### config.mk
export PLATFORM = sky130hd
export DESIGN_NAME = alu_arbiter
export DESIGN_NICKNAME = d
export VERILOG_FILES = /design/src/rtl/alu_arbiter.sv
export SDC_FILE = /design/constraint.sdc
export NUM_CORES = 1
export LEC_CHECK = 0
export BUFFER_PORTS_ARGS = -buffer_cell sky130_fd_sc_hd__buf_4
export CORE_MARGIN = 10
export CORE_UTILIZATION = 51
export CTS_BUF_LIST = sky130_fd_sc_hd__clkbuf_4
export CTS_CLUSTER_SIZE = 8
export DETAILED_ROUTE_END_ITERATION = 10
export PLACE_DENSITY = 0.95
export SYNTH_ARGS = -nofsm -noshare
export SYNTH_HDL_FRONTEND = slang
export SYNTH_SLANG_ARGS = --single-unit
### constraint.sdc
create_clock -name clk -period 10.5 [get_ports clk]
set_input_delay 1.05 -clock clk [delete_from_list [all_inputs] [get_ports clk]]
set_output_delay 1.05 -clock clk [all_outputs]
set_load 0.02 [all_outputs]
### src/rtl/alu_arbiter.sv
// Round-robin sharing of one combinational ALU between the execute stage (port 0) and the DCT coprocessor (port 1).
// Accept -> issue register -> response register: rsp_valid two edges after the handshake, no ALU back-pressure.
module alu_arbiter #(
   parameter int WIDTH = 32,
   parameter int OPW   = 14,
   parameter int CNTW  = 16
) (
   input  logic                clk,
   input  logic                reset,
   input  logic                arb_en,
   input  logic [1:0]          req_valid,
   output logic [1:0]          req_ready,
   input  logic [2*OPW-1:0]    req_op,
   input  logic [2*WIDTH-1:0]  req_a,
   input  logic [2*WIDTH-1:0]  req_b,
   output logic [1:0]          rsp_valid,
   output logic [WIDTH-1:0]    rsp_result,
   output logic                rsp_zero,
   output logic                rsp_err,
   output logic [OPW-1:0]      alu_op,
   output logic [WIDTH-1:0]    alu_a,
   output logic [WIDTH-1:0]    alu_b,
   input  logic [WIDTH-1:0]    alu_result,
   input  logic                alu_zero,
   output logic [2*CNTW-1:0]   grant_cnt
);

   localparam logic [OPW-1:0] NOP = {{(OPW-6){1'b0}}, 6'b100001};

   logic             last_grant_q, last_grant_d;
   logic             iss_vld_q, iss_vld_d;
   logic [OPW-1:0]   iss_op_q, iss_op_d;
   logic [WIDTH-1:0] iss_a_q, iss_a_d;
   logic [WIDTH-1:0] iss_b_q, iss_b_d;
   logic             iss_err_q, iss_err_d;
   logic             iss_own_q, iss_own_d;
   logic [1:0]       rsp_vld_q, rsp_vld_d;
   logic [WIDTH-1:0] rsp_res_q, rsp_res_d;
   logic             rsp_zero_q, rsp_zero_d;
   logic             rsp_err_q, rsp_err_d;
   logic [CNTW-1:0]  cnt_q [2];
   logic [CNTW-1:0]  cnt_d [2];

   logic             accept;
   logic             gnt_idx;
   logic [OPW-1:0]   sel_op;
   logic [WIDTH-1:0] sel_a, sel_b;
   logic             op_legal;

   // Ties go to the port that did not win the last accepted transfer.
   always_comb begin
      req_ready = 2'b00;
      if (arb_en) begin
         case (req_valid)
            2'b01:   req_ready = 2'b01;
            2'b10:   req_ready = 2'b10;
            2'b11:   req_ready = last_grant_q ? 2'b01 : 2'b10;
            default: req_ready = 2'b00;
         endcase
      end
   end

   assign accept   = |req_ready;
   assign gnt_idx  = req_ready[1];
   assign sel_op   = gnt_idx ? req_op[2*OPW-1:OPW]   : req_op[OPW-1:0];
   assign sel_a    = gnt_idx ? req_a[2*WIDTH-1:WIDTH] : req_a[WIDTH-1:0];
   assign sel_b    = gnt_idx ? req_b[2*WIDTH-1:WIDTH] : req_b[WIDTH-1:0];
   assign op_legal = $onehot(sel_op[OPW-1:5]) && $onehot(sel_op[4:0]);

   always_comb begin
      last_grant_d = last_grant_q;
      iss_vld_d    = 1'b0;
      iss_op_d     = NOP;
      iss_a_d      = iss_a_q;
      iss_b_d      = iss_b_q;
      iss_err_d    = 1'b0;
      iss_own_d    = iss_own_q;
      cnt_d[0]     = cnt_q[0];
      cnt_d[1]     = cnt_q[1];
      if (accept) begin
         last_grant_d = gnt_idx;
         iss_vld_d    = 1'b1;
         iss_op_d     = op_legal ? sel_op : NOP;
         iss_a_d      = sel_a;
         iss_b_d      = sel_b;
         iss_err_d    = ~op_legal;
         iss_own_d    = gnt_idx;
         if (cnt_q[gnt_idx] != {CNTW{1'b1}}) begin
            cnt_d[gnt_idx] = cnt_q[gnt_idx] + 1'b1;
         end
      end
   end

   // Result fields hold between responses; only the valid pulse clears.
   always_comb begin
      rsp_vld_d  = 2'b00;
      rsp_res_d  = rsp_res_q;
      rsp_zero_d = rsp_zero_q;
      rsp_err_d  = rsp_err_q;
      if (iss_vld_q) begin
         rsp_vld_d[iss_own_q] = 1'b1;
         rsp_res_d            = alu_result;
         rsp_zero_d           = alu_zero;
         rsp_err_d            = iss_err_q;
      end
   end

   always_ff @(posedge clk or posedge reset) begin
      if (reset) begin
         last_grant_q <= 1'b1;
         iss_vld_q    <= 1'b0;
         iss_op_q     <= NOP;
         iss_a_q      <= '0;
         iss_b_q      <= '0;
         iss_err_q    <= 1'b0;
         iss_own_q    <= 1'b0;
         rsp_vld_q    <= 2'b00;
         rsp_res_q    <= '0;
         rsp_zero_q   <= 1'b0;
         rsp_err_q    <= 1'b0;
         cnt_q[0]     <= '0;
         cnt_q[1]     <= '0;
      end else begin
         last_grant_q <= last_grant_d;
         iss_vld_q    <= iss_vld_d;
         iss_op_q     <= iss_op_d;
         iss_a_q      <= iss_a_d;
         iss_b_q      <= iss_b_d;
         iss_err_q    <= iss_err_d;
         iss_own_q    <= iss_own_d;
         rsp_vld_q    <= rsp_vld_d;
         rsp_res_q    <= rsp_res_d;
         rsp_zero_q   <= rsp_zero_d;
         rsp_err_q    <= rsp_err_d;
         cnt_q[0]     <= cnt_d[0];
         cnt_q[1]     <= cnt_d[1];
      end
   end

   assign alu_op     = iss_op_q;
   assign alu_a      = iss_a_q;
   assign alu_b      = iss_b_q;
   assign rsp_valid  = rsp_vld_q;
   assign rsp_result = rsp_res_q;
   assign rsp_zero   = rsp_zero_q;
   assign rsp_err    = rsp_err_q;
   assign grant_cnt  = {cnt_q[1], cnt_q[0]};

endmodule

* Word-level counts from Yosys, hierarchy flattened
Cells that the tools add are included.
** Word-level totals
- Output and inout bits :: 148
- Word-level logic and storage cells :: 62
- Input bits :: 194
- Register bits :: 150
** Cells by class
- Bitwise logic cells :: 2
- Reductions and logical operators :: 5
- Add/subtract/negate cells :: 13
- Eq/ne operators :: 6
- Magnitude comparators :: 4
- Muxes and demuxes :: 19
** Operators with widths (number)
- $mux 16 :: 4
- $mux 32 :: 2
- $mux 14 :: 3
- $bwmux 32 :: 1
- $add 16x1->16 const B :: 1
- $demux 16 s1 :: 1
- $ne 16x16->1 const B :: 1
- $add 1x1->2 :: 6
- $add 2x2->3 :: 3
- $mux 2 :: 3
- $pmux 2 s3 :: 1
- $add 3x3->4 :: 1
- $add 4x1->4 :: 1
- $eq 2x2->1 const B :: 2
- $eq 4x1->1 const B :: 1
- $add 3x1->3 :: 1
- $eq 3x1->1 const B :: 1
- $logic_and 1x1->1 :: 3
- $mux 1 :: 3
- $eq 2x1->1 const B :: 1
- $ge 2x2->1 const B :: 1
- $lt 1x2->1 const B :: 1
- $lt 2x1->1 const B :: 1
- $not 1->2 :: 1
- 5 further kinds :: 5

* Depth between registers and ports, before layout
- Depth after elaboration :: 12
- Gate-level depth with buffers :: 21
- Depth with buffers taken out :: 18

* Worst setup path after synthesis
OpenSTA, ideal clock, no wires.
- Path kind :: input port to flip-flop
- From :: input arb_en
- To :: register iss_op_q[11] (netlist: alu_op[11])
- Path buffers :: 3
- Library setup time :: 0.078 ns
- Slack :: 5.062 ns
- Arrival :: 5.360 ns
- Cell stages on the path :: 21
- Path through :: and2_2 -> nand2_2 -> inv_2 -> buf_2 -> clkbuf_1 -> nand2_1 -> nand2_1 -> fa_1 -> inv_1 -> fa_1 -> inv_1 -> fa_1 -> fa_1 -> inv_1 -> fa_1 -> a2111oi_0 -> a21oi_1 -> nor3_1 -> nand2_1 -> clkbuf_1 -> a21oi_1
** On the way
- Longest elaborated chain between the ends :: 10
** Ends and longest elaborated chain
- start, declared :: RTL line 10 : input logic arb_en,
- $mux 2 (*) :: RTL line 53 : if (arb_en) begin
- $mux 14 :: RTL line 65 : assign sel_op = gnt_idx ? req_op[2*OPW-1:OPW] : req_op[OPW-1:0];
- $add 1x1->2 :: RTL line 68 : assign op_legal = $onehot(sel_op[OPW-1:5]) && $onehot(sel_op[4:0]);
- $add 2x2->3 :: RTL line 68
- $add 3x3->4 :: RTL line 68
- $add 4x1->4 :: RTL line 68
- $eq 4x1->1 :: RTL line 68
- $logic_and 1x1->1 :: RTL line 68
- $mux 14 :: RTL line 83 : iss_op_d = op_legal ? sel_op : NOP;
- $mux 14 (*) :: RTL line 80 : if (accept) begin
- net iss_op_d[11] :: RTL line 32 : logic [OPW-1:0] iss_op_q, iss_op_d;
- end signal, assigned :: RTL line 126 : iss_op_q <= iss_op_d;
- end, declared :: RTL line 32
The timed path passes the listed nets; every way through them passes the cells marked *.
A chain may end at the register's enable or synchronous reset.

* Worst setup path after layout
- From :: input arb_en
- To :: register iss_op_q[1] (netlist: alu_op[1])
Same word-level chain as after synthesis.

==> results.cfg <==
[status]
outcome = finished, final reports clean

[die]
initial_core_util_pct = 51.8
fp.dieW_microns = 136
die_area_sq_um = 18400
ios = 342
die_y_microns = 136
coreArea_sq_um = 13200
rows = 42

[timing]
rsz0062_at_grt = no
setup_ws_ps = 4490
hold_viol = 0
fmax_mhz = 166
slew_viol_final = 0
worst_pin_slew_ps = 1010
finalClockSkew_ps = 10.7
final-setup-viol-count = 0
finalSetupTns_ps = 0
maxSlewHeadroom_pct = 33.0
finalCritPeriodShare_pct = 57.2
min_period_ps = 6010

[detailed_routing]
antenna_left = 0
wl_per_cell_microns = 21.0
drc = 0
vias_per_cell = 5.56
dr.pass1.iters = 6
via_count = 6620
drtIter0Drc = 604
wl_mm = 25.0

[critical_path]
worstPathRequired_ps = 10960
cp_num_buf_inv = 5
cpMostUsedCell = fa_1
crit_slowest_cell = fa_1
r2r-start = last_grant_q
cp_max_fo = 33
path_cells = buf_4 -> and2_2 -> nand2_2 -> clkinv_2 -> nand2_1 -> nand2_1 -> fa_1 -> inv_1 -> fa_1 -> inv_1 -> fa_1 -> fa_1 -> inv_1 -> fa_1 -> a2111oi_0 -> a21oi_1 -> nor3_1 -> nand2_1 -> a21oi_1
endpoint_kind = flop
cp-start-kind = primary input
cp_top_family = adder cells
critPathMaxStageDelay_ps = 530
rr_worst_depth = 18
worstReg2RegEnd = alu_op[1]
ff2ff_setup_slack_ps = 4640
cp.arrival_ps = 6470
path_class = primary input to flop

[global_route]
grt_pass1_wl_mm = 37.6
grt_overflow = 0
grt_max_degree = 86
antenna_found_initial = 1
grt_pass1_vias = 6631
grt_use_total_pct = 26.1

[pwr]
p_total_uw = 1750
leakage_uw = 0.00502
ir_drop_mv = 0.131
powerDensity_nw_per_um2 = 179

[clock_tree]
h-tree-depth = 4
holdBufCountCts = 0
root_buffer = clkbuf_4
postCtsSetupRepairBufs = 0
cts_tree = done
cts.sinks = 150
clk_pin_slew_worst_paths_ps = 110
ctsResizeCount = 0
clockBufferDepth = 2
clock_latency_ps = 540
numCtsBuffers = 17

[yosys]
postSynthCellCount = 671
synth-seq-cells = 150
yosysSeqAreaShare_pct = 55.0
netlist_area_sq_um = 6830
yosysWarnings = 0
netlist.top_cell.by_area = dfrtp_1
synth_top_flop_cell = dfrtp_1
synth_nets = 876
synth.top_cell.area_share_pct = 53.9
synth_enable_flop_cells = 0
avgSynthCellArea_sq_um = 10.2
synth_area_leaders = dfrtp_1 (54%), nand2_1 (11%), a22oi_1 (7.0%)
yosys.cell_types.count = 54
synth_async_sr_flop_share_pct = 100

[job]
drv_cap = 0

[final_layout]
syn2layout_area_growth_pct = 43.2
layout_commonest_cell = buf_4
layout.nets = 1205
layout_common_cells = buf_4 (346), nand2_1 (200), dfrtp_1 (147), a22oi_1 (64), mux2_2 (34)
drive_gt1_share_pct = 42.1

[place]
numPortBuffers = 341
dp_hpwl_mm = 19.5
post-place-ws_ps = 3980
gp_congestion = 0.917

[min_path]
hold-path-endpoint = rsp_valid[0]
hold_path_class = flop to flop
hp-start = iss_own_q
worstHoldPathCells = 1
## cells in the mapped netlist (3+ instances only)
master      n
o21ai_0     4
mux2i_1     5
o21ai_1     8
a22o_1      4
nor2_1     26
inv_1      13
inv_2       3
nor3_1      5
clkbuf_1   23
nand4_1     8
nand3_1    11
xnor2_1     6
a21oi_1    27
mux2_2     34
and2_1      4
fa_1        7
o31ai_1     4
dfrtp_1   147
xor2_1      8
dfstp_2     3
ha_1        4
a22oi_1    64
nand2_1   200
buf_2      11
and3_1      4
## kinds of logic (layout without fill, tap and decap cells)
| kind of cell | Yosys count | in the layout | synth area share, % |
|---|---|---|---|
| simple gates | 270 | 270 | 16.5 |
| flops | 150 | 150 | 55.0 |
| compound gates | 132 | 132 | 13.8 |
| buf+inv | 52 | 394 | 3.06 |
| mux | 42 | 42 | 7.00 |
| xor+xnor | 14 | 14 | 1.80 |
| fa+ha+maj | 11 | 11 | 2.79 |
| other cells | 0 | 1 | 0 |
## state kept, by name (all words and copies together), names as in the netlist
signal / cells
last_grant_q: 1
rsp_zero: 1
grant_cnt: 32
iss_err_q: 1
alu_b: 32
alu_op: 14
iss_vld_q: 1
rsp_result: 32
alu_a: 32
rsp_valid: 2
iss_own_q: 1
rsp_err: 1
## through the flow
step | util (%) | hold WS (ps) | instance area, sq um | cells
2_1_floorplan | - | 418 | 6830 | 671
5_1_grt | 74.1 | 487 | 9770 | 1190
4_1_cts | 74.1 | 460 | 9770 | 1189
6_report | 74.1 | 457 | 9770 | 1190
3_5_place_dp | 72.2 | 444 | 9520 | 1157
3_3_place_gp | 72.2 | 427 | 9520 | 1157
## where the power goes
group / total [uW] / switching, uW / internal, uW
combinational: 644 / 365 / 280
clock: 332 / 195 / 137
sequential: 778 / 92.4 / 686
total: 1750 / 652 / 1100
## cell type report
type                            instances  area [sq um]
Clock buffer                           18           135
Antenna cell                            1          2.50
Tap cell                              176           220
Multi-Input combinational cell        469          2880
Timing Repair Buffer                  346          2600
Sequential cell                       150          3760
Inverter                               16          66.3
Fill cell                             913          3420
Clock inverter                         14           116
## how the worst max path moves through the flow
| stage | from | endpoint | cells after the start |
|---|---|---|---|
| after global routing | arb_en | alu_op[11] | 19 |
| after global placement | arb_en | alu_op[9] | 19 |
| final | arb_en | alu_op[1] | 19 |
| after detailed placement | arb_en | alu_op[1] | 19 |
| after floorplan | arb_en | alu_op[11] | 21 |
| after CTS | arb_en | alu_op[1] | 19 |
## routing by layer
| metal | vias to the layer above | global-route usage [%] | wire length, microns |
|---|---|---|---|
| met3 | 60 | 6.90 | 2350 |
| met4 | 0 | 11.6 | 1050 |
| met2 | 384 | 43.5 | 12500 |
| met1 | 3196 | 30.9 | 9100 |
| li1 | 2980 | - | - |
| met5 | - | 0 | 0 |
No activity file was read; power rests on OpenSTA's default activity.
